$ cat src/rtl/box_filter_7x7_pkg.sv
// Shared constants for the 7x7 box filter: kernel size and the fixed-point
// reciprocal of 49 used to turn the window sum into a rounded mean.
package box_filter_7x7_pkg;
  localparam int KERNEL      = 7;
  localparam int RECIP       = 1337;   // round(65536/49)
  localparam int RECIP_SHIFT = 16;
  localparam int ROUND       = 32768;  // half of 2^RECIP_SHIFT
endpackage

$ cat src/rtl/row_sum_7.sv
// Registered sum of seven pixels: one window row, Datawidth+3 bits wide.
module row_sum_7
  import box_filter_7x7_pkg::*;
#(
  parameter int DW = 8
) (
  input  logic                 clk_i,
  input  logic                 clr_i,
  input  logic [KERNEL*DW-1:0] px_i,
  output logic [DW+2:0]        sum_o
);
  typedef logic [DW+2:0] sum_t;

  sum_t sum_d, sum_q;

  always_comb begin
    sum_d = '0;
    for (int k = 0; k < KERNEL; k++)
      sum_d = sum_d + sum_t'(px_i[k*DW +: DW]);
  end

  always_ff @(posedge clk_i) begin
    if (clr_i) sum_q <= '0;
    else       sum_q <= sum_d;
  end

  assign sum_o = sum_q;
endmodule

$ cat src/rtl/box_filter_7x7.sv
// 7x7 box filter: four-stage adder/scaler pipeline producing the rounded
// window mean, with a column counter tagging windows that do not span a row wrap.
module box_filter_7x7
  import box_filter_7x7_pkg::*;
#(
  parameter int IMG_Width = 8,
  parameter int Datawidth = 8
) (
  input  logic                 CLK,
  input  logic                 CLR,
  input  logic                 Valid_IN,
  input  logic [Datawidth-1:0] R00, R01, R02, R03, R04, R05, R06,
  input  logic [Datawidth-1:0] R10, R11, R12, R13, R14, R15, R16,
  input  logic [Datawidth-1:0] R20, R21, R22, R23, R24, R25, R26,
  input  logic [Datawidth-1:0] R30, R31, R32, R33, R34, R35, R36,
  input  logic [Datawidth-1:0] R40, R41, R42, R43, R44, R45, R46,
  input  logic [Datawidth-1:0] R50, R51, R52, R53, R54, R55, R56,
  input  logic [Datawidth-1:0] R60, R61, R62, R63, R64, R65, R66,
  output logic [Datawidth-1:0] Out,
  output logic                 Valid_OUT,
  output logic                 End_Row
);
  localparam int DW = Datawidth;
  localparam int CW = (IMG_Width > 1) ? $clog2(IMG_Width) : 1;
  localparam int PW = DW + 18;  // holds max_sum*RECIP + ROUND
  localparam logic [CW-1:0] COL_FIRST = CW'(KERNEL - 1);
  localparam logic [CW-1:0] COL_LAST  = CW'(IMG_Width - 1);

  typedef logic [DW+2:0] row_t;
  typedef logic [DW+3:0] pair_t;
  typedef logic [DW+5:0] tot_t;
  typedef logic [PW-1:0] prod_t;

  logic [KERNEL-1:0][KERNEL*DW-1:0] row_px;
  row_t  [KERNEL-1:0]               row_sum;

  assign row_px[0] = {R06, R05, R04, R03, R02, R01, R00};
  assign row_px[1] = {R16, R15, R14, R13, R12, R11, R10};
  assign row_px[2] = {R26, R25, R24, R23, R22, R21, R20};
  assign row_px[3] = {R36, R35, R34, R33, R32, R31, R30};
  assign row_px[4] = {R46, R45, R44, R43, R42, R41, R40};
  assign row_px[5] = {R56, R55, R54, R53, R52, R51, R50};
  assign row_px[6] = {R66, R65, R64, R63, R62, R61, R60};

  // Stage 1
  for (genvar r = 0; r < KERNEL; r++) begin : g_row
    row_sum_7 #(.DW(DW)) u_row (
      .clk_i (CLK),
      .clr_i (CLR),
      .px_i  (row_px[r]),
      .sum_o (row_sum[r])
    );
  end

  pair_t p01_q, p23_q, p45_q;
  row_t  r6_q;
  tot_t  tot_q, tot_d;
  prod_t prod_d;
  logic [DW-1:0] out_q, out_d;

  logic [CW-1:0] col_q, col_d;
  logic [3:0]    good_q, end_q;
  logic          good_d, end_d;

  always_comb begin
    tot_d  = tot_t'(p01_q) + tot_t'(p23_q) + tot_t'(p45_q) + tot_t'(r6_q);
    prod_d = prod_t'(tot_q) * prod_t'(RECIP) + prod_t'(ROUND);
    if (|prod_d[PW-1:RECIP_SHIFT+DW]) out_d = '1;
    else                              out_d = prod_d[RECIP_SHIFT+DW-1:RECIP_SHIFT];
  end

  // Tags use the pre-increment column so the wrap window is judged correctly.
  always_comb begin
    good_d = Valid_IN && (col_q >= COL_FIRST);
    end_d  = good_d && (col_q == COL_LAST);
    col_d  = col_q;
    if (Valid_IN) col_d = (col_q == COL_LAST) ? '0 : col_q + 1'b1;
  end

  always_ff @(posedge CLK) begin
    if (CLR) begin
      p01_q  <= '0;
      p23_q  <= '0;
      p45_q  <= '0;
      r6_q   <= '0;
      tot_q  <= '0;
      out_q  <= '0;
      col_q  <= '0;
      good_q <= '0;
      end_q  <= '0;
    end else begin
      p01_q  <= pair_t'(row_sum[0]) + pair_t'(row_sum[1]);
      p23_q  <= pair_t'(row_sum[2]) + pair_t'(row_sum[3]);
      p45_q  <= pair_t'(row_sum[4]) + pair_t'(row_sum[5]);
      r6_q   <= row_sum[6];
      tot_q  <= tot_d;
      out_q  <= out_d;
      col_q  <= col_d;
      good_q <= {good_q[2:0], good_d};
      end_q  <= {end_q[2:0], end_d};
    end
  end

  assign Out       = out_q;
  assign Valid_OUT = good_q[3];
  assign End_Row   = end_q[3];
endmodule

$ cat config.mk
export PLATFORM = sky130hd
export DESIGN_NAME = box_filter_7x7
export DESIGN_NICKNAME = d
export VERILOG_FILES = /design/src/rtl/box_filter_7x7_pkg.sv /design/src/rtl/row_sum_7.sv /design/src/rtl/box_filter_7x7.sv
export SDC_FILE = /design/constraint.sdc
export NUM_CORES = 1
export LEC_CHECK = 0
export ABC_AREA = 1
export CAP_MARGIN = 10
export CORE_ASPECT_RATIO = 1.2
export CORE_UTILIZATION = 50
export CTS_CLUSTER_SIZE = 14
export DETAILED_ROUTE_END_ITERATION = 8
export PLACE_DENSITY = 0.84
export SLEW_MARGIN = 20
export SYNTH_ARGS = -nofsm -noshare
export SYNTH_HDL_FRONTEND = slang
export SYNTH_HIERARCHICAL = 1
export SYNTH_SLANG_ARGS = --single-unit
$ cat constraint.sdc
create_clock -name CLK -period 5.96 [get_ports CLK]
set_clock_uncertainty 0.1 [all_clocks]
set_input_delay 1.192 -clock CLK [delete_from_list [all_inputs] [get_ports CLK]]
set_output_delay 1.192 -clock CLK [all_outputs]
set_load 0.02 [all_outputs]
==> summary.md <==
| Metric | Value |
|---|---|
| Clock buffer count from CTS | `17` |
| Die H | `approximately 230 um` |
| Post-synthesis cell count | `~2600` |
| Initial Util | `0.509` |
| CP Class | `input port to register` |
| Critical path startpoint category | `input port` |
| WP data required | `roughly 6 ns` |
| Clk root buf | `clkbuf_16` |
| Post-synth cell types | `48` |
| Clock power frac | `0.076` |
| Prevailing post-synth register cell | `dfxtp_1` |
| Initial DRT Pass Iterations | `5` |
| Final nets | `~4000` |
| Initial antenna violation count | `0` |
| Final setup viols | `0` |
| Gate power share | `0.801` |
| Async SR Flop Fraction | `0` |
| Post-synthesis area per instance | `between 7 and 8 um^2` |
| H-tree Lvls | `4` |
| Clock transition at path regs | `approximately 0.060 ns` |
| Core area | `roughly 40000 um^2` |
| Switching power share of the total | `0.536` |
| Storage element area | `approximately 3100 um^2` |
| Fin crit share | `0.789` |
| Share of cells above drive strength 1 | `0.0330` |
| Most frequent cells in the layout | `inv_1, clkdlybuf4s50_1, nand2_1, fa_1, ha_1` |
| Largest net degree at the start of global routing | `48` |
| Outcome | `complete, no violations` |
| R2r setup slk | `1.26 ns` |
| Vias | `around 17000` |
| Vias per inst | `4.72` |
| Setup TNS | `0 ns` |
| Resize count post-CTS | `0` |
| Detail Route Antenna Nets | `0` |
| Seq/Total Area, Yosys | `0.151` |
| # rows | `81` |
| Fmax | `~0.21 GHz` |
| WHS | `a little over 0.3 ns` |
| Number of synthesis warnings | `6` |
| Post-CTS setup buffer count | `0` |
| Clock sinks | `approximately 160` |
| RSZ-0062 raised after global routing | `no` |
| Ranking of synthesized cells by area | `fa_1, inv_1, dfxtp_1` |
| Filler cell count | `between 3000 and 4000` |
| Post-route DRC | `0` |
| Tmin final | `roughly 4.7 ns` |
| Util after Layout | `0.638` |
| Pleak | `approximately 14 nW` |
| Power per cell area | `roughly 550 nW/um^2` |
| Final Hold Fails | `0` |
| Yosys top cell area share | `0.320` |
| Slew Limit Fails | `0` |
| Internal power | `about 6.6 mW` |
| Worst EP arrival | `between 4 and 5 ns` |
| Most common cell after layout, fill and taps aside | `inv_1` |
| Hold buffer count at cts | `0` |
| WL/cell | `roughly 13 um` |
| Hold/Removal Path Class | `register to register` |
| Synth Net Count | `3596` |
| CTS tree | `built` |
| Worst Path Max Fanout | `3` |
| Die area | `about 42000 um^2` |
| Die width | `188 um` |
| Area growth syn-to-layout | `25.4%` |
| Iter 0 DRT Violations | `between 500 and 600` |
| Max Root-Sink Buffers | `2` |
| #FFs+latches synth | `157` |
| Worst rel slew slack | `0.575` |
| Hpwl dp | `42100 um` |
| Worst r2r path cells | `18` |
| VDD IR max | `around 0.00048 V` |
| Ports | `405` |
| WHS Path Cells | `2` |
| N_diodes | `0` |
| Clk Latency, worst-skew pair | `~0.43 ns` |
| Routability cong. | `about 0.92` |
| Least-Margin Pin Slew | `approximately 0.64 ns` |
| Post-synth EDFFs | `0` |
| Grt ovf | `0` |
| Yosys top cell by area | `fa_1` |
| Vias in the first global route | `between 15000 and 20000` |
| Global Route Usage Sum | `0.230` |
| First-pass GRT wire length | `79100 um` |
| Crit. End Element | `register` |
| Multi-input gate area in the final layout | `between 10000 and 15000 um^2` |
| Max-cap viol count | `0` |
| Drt total wl | `46400 um` |
| Port Buffers | `slightly above 400` |
| Mapped Area | `between 20000 and 25000 um^2` |
| Flop pwr share | `0.123` |
| Switching pwr | `about 7.6 mW` |
cell type report:
type | count | share of cell area
inverter | 908 | 0.131
clock buffer | 19 | 0.0170
multi-input combinational | 1557 | 0.544
clock inverter | 13 | 0.00562
tap | 539 | 0.0259
sequential | 157 | 0.121
timing repair buffer | 405 | 0.155
power by group through the flow:
stage | clock network (mW) | logic [mW] | registers, mW
finish | 1.08 | 11.4 | 1.75
global route | 1.16 | 13.4 | 1.78
CTS | 1.10 | 11.5 | 1.75
detailed placement | 0 | 11.4 | 1.77
global placement | 0 | 11.0 | 1.77
floorplan | 0 | 8.83 | 1.65
synth_stat cells, types with 3 or more instances:
cell type	instances
a21o_1	3
a21oi_1	128
a21oi_2	8
a31oi_1	5
and2_1	4
and2_4	8
clkbuf_1	5
dfxtp_1	157
fa_1	332
ha_1	238
inv_1	897
inv_2	11
nand2_1	400
nand2_2	19
nand3_1	88
nand3_2	6
nand3b_1	8
nand4_1	11
nor2_1	184
nor2_2	3
nor3_1	12
nor4_1	3
o211ai_1	3
o21a_1	7
o21ai_0	47
o21ai_1	6
o21bai_1	6
or2_1	3
or2_4	4
metal layers:
layer | wire length, um | track usage | up-vias
li1 | - | - | 8490
met4 | 1600 | 0.0855 | 0
met3 | 1430 | 0.0290 | 101
met5 | 0 | 0 | -
met1 | 17700 | 0.240 | 8008
met2 | 25700 | 0.461 | 380
sequential cells by signal (all words and copies together) (netlist names):
signal             count
Out                    8
end_q                  4
g_row.u_row/sum_o     77
p45_q                 12
p01_q                 12
col_q                  3
p23_q                 12
r6_q                  11
good_q                 4
tot_q                 14
path summary, 6_finish.rpt:
kind                           start                       to
max                           R00[2]  g_row[0].u_row/sum_o[7]
min          g_row[6].u_row/sum_o[1]                  r6_q[1]
max reg2reg                 tot_q[5]                   Out[6]
min reg2reg  g_row[6].u_row/sum_o[1]                  r6_q[1]
worst max-delay path, cell delays in order:
cell,delay [ns]
clkdlybuf4s50_1,0.47
inv_1,0.06
fa_1,0.52
inv_1,0.06
fa_1,0.50
fa_1,0.51
fa_1,0.55
inv_1,0.07
fa_1,0.43
inv_1,0.06
nand2_1,0.06
nand2_1,0.11
nand3b_1,0.11
a21oi_1,0.15
nor2_1,0.07
cell families after synthesis:
logic type	Yosys count	synth area share
AO/OA/AOI/OAI	225	0.0601
XOR/XNOR	2	0.000843
adder cells (fa/ha/maj)	570	0.463
buffers and inverters	917	0.166
flip-flops	157	0.151
AND/OR/NAND/NOR	760	0.158
metrics by stage:
stage	total power [mW]	setup slack [ns]	cell area (um^2)	std cells
after CTS	14.3	1.25	26000	3598
final	14.2	1.26	26000	3598
after global routing	16.3	0.967	26000	3598
after detailed placement	13.1	0.799	25500	3566
after global placement	12.7	0.851	25500	3566
after floorplan	10.5	1.47	20800	2631
Note: power is estimated with default switching activity, not from simulation.
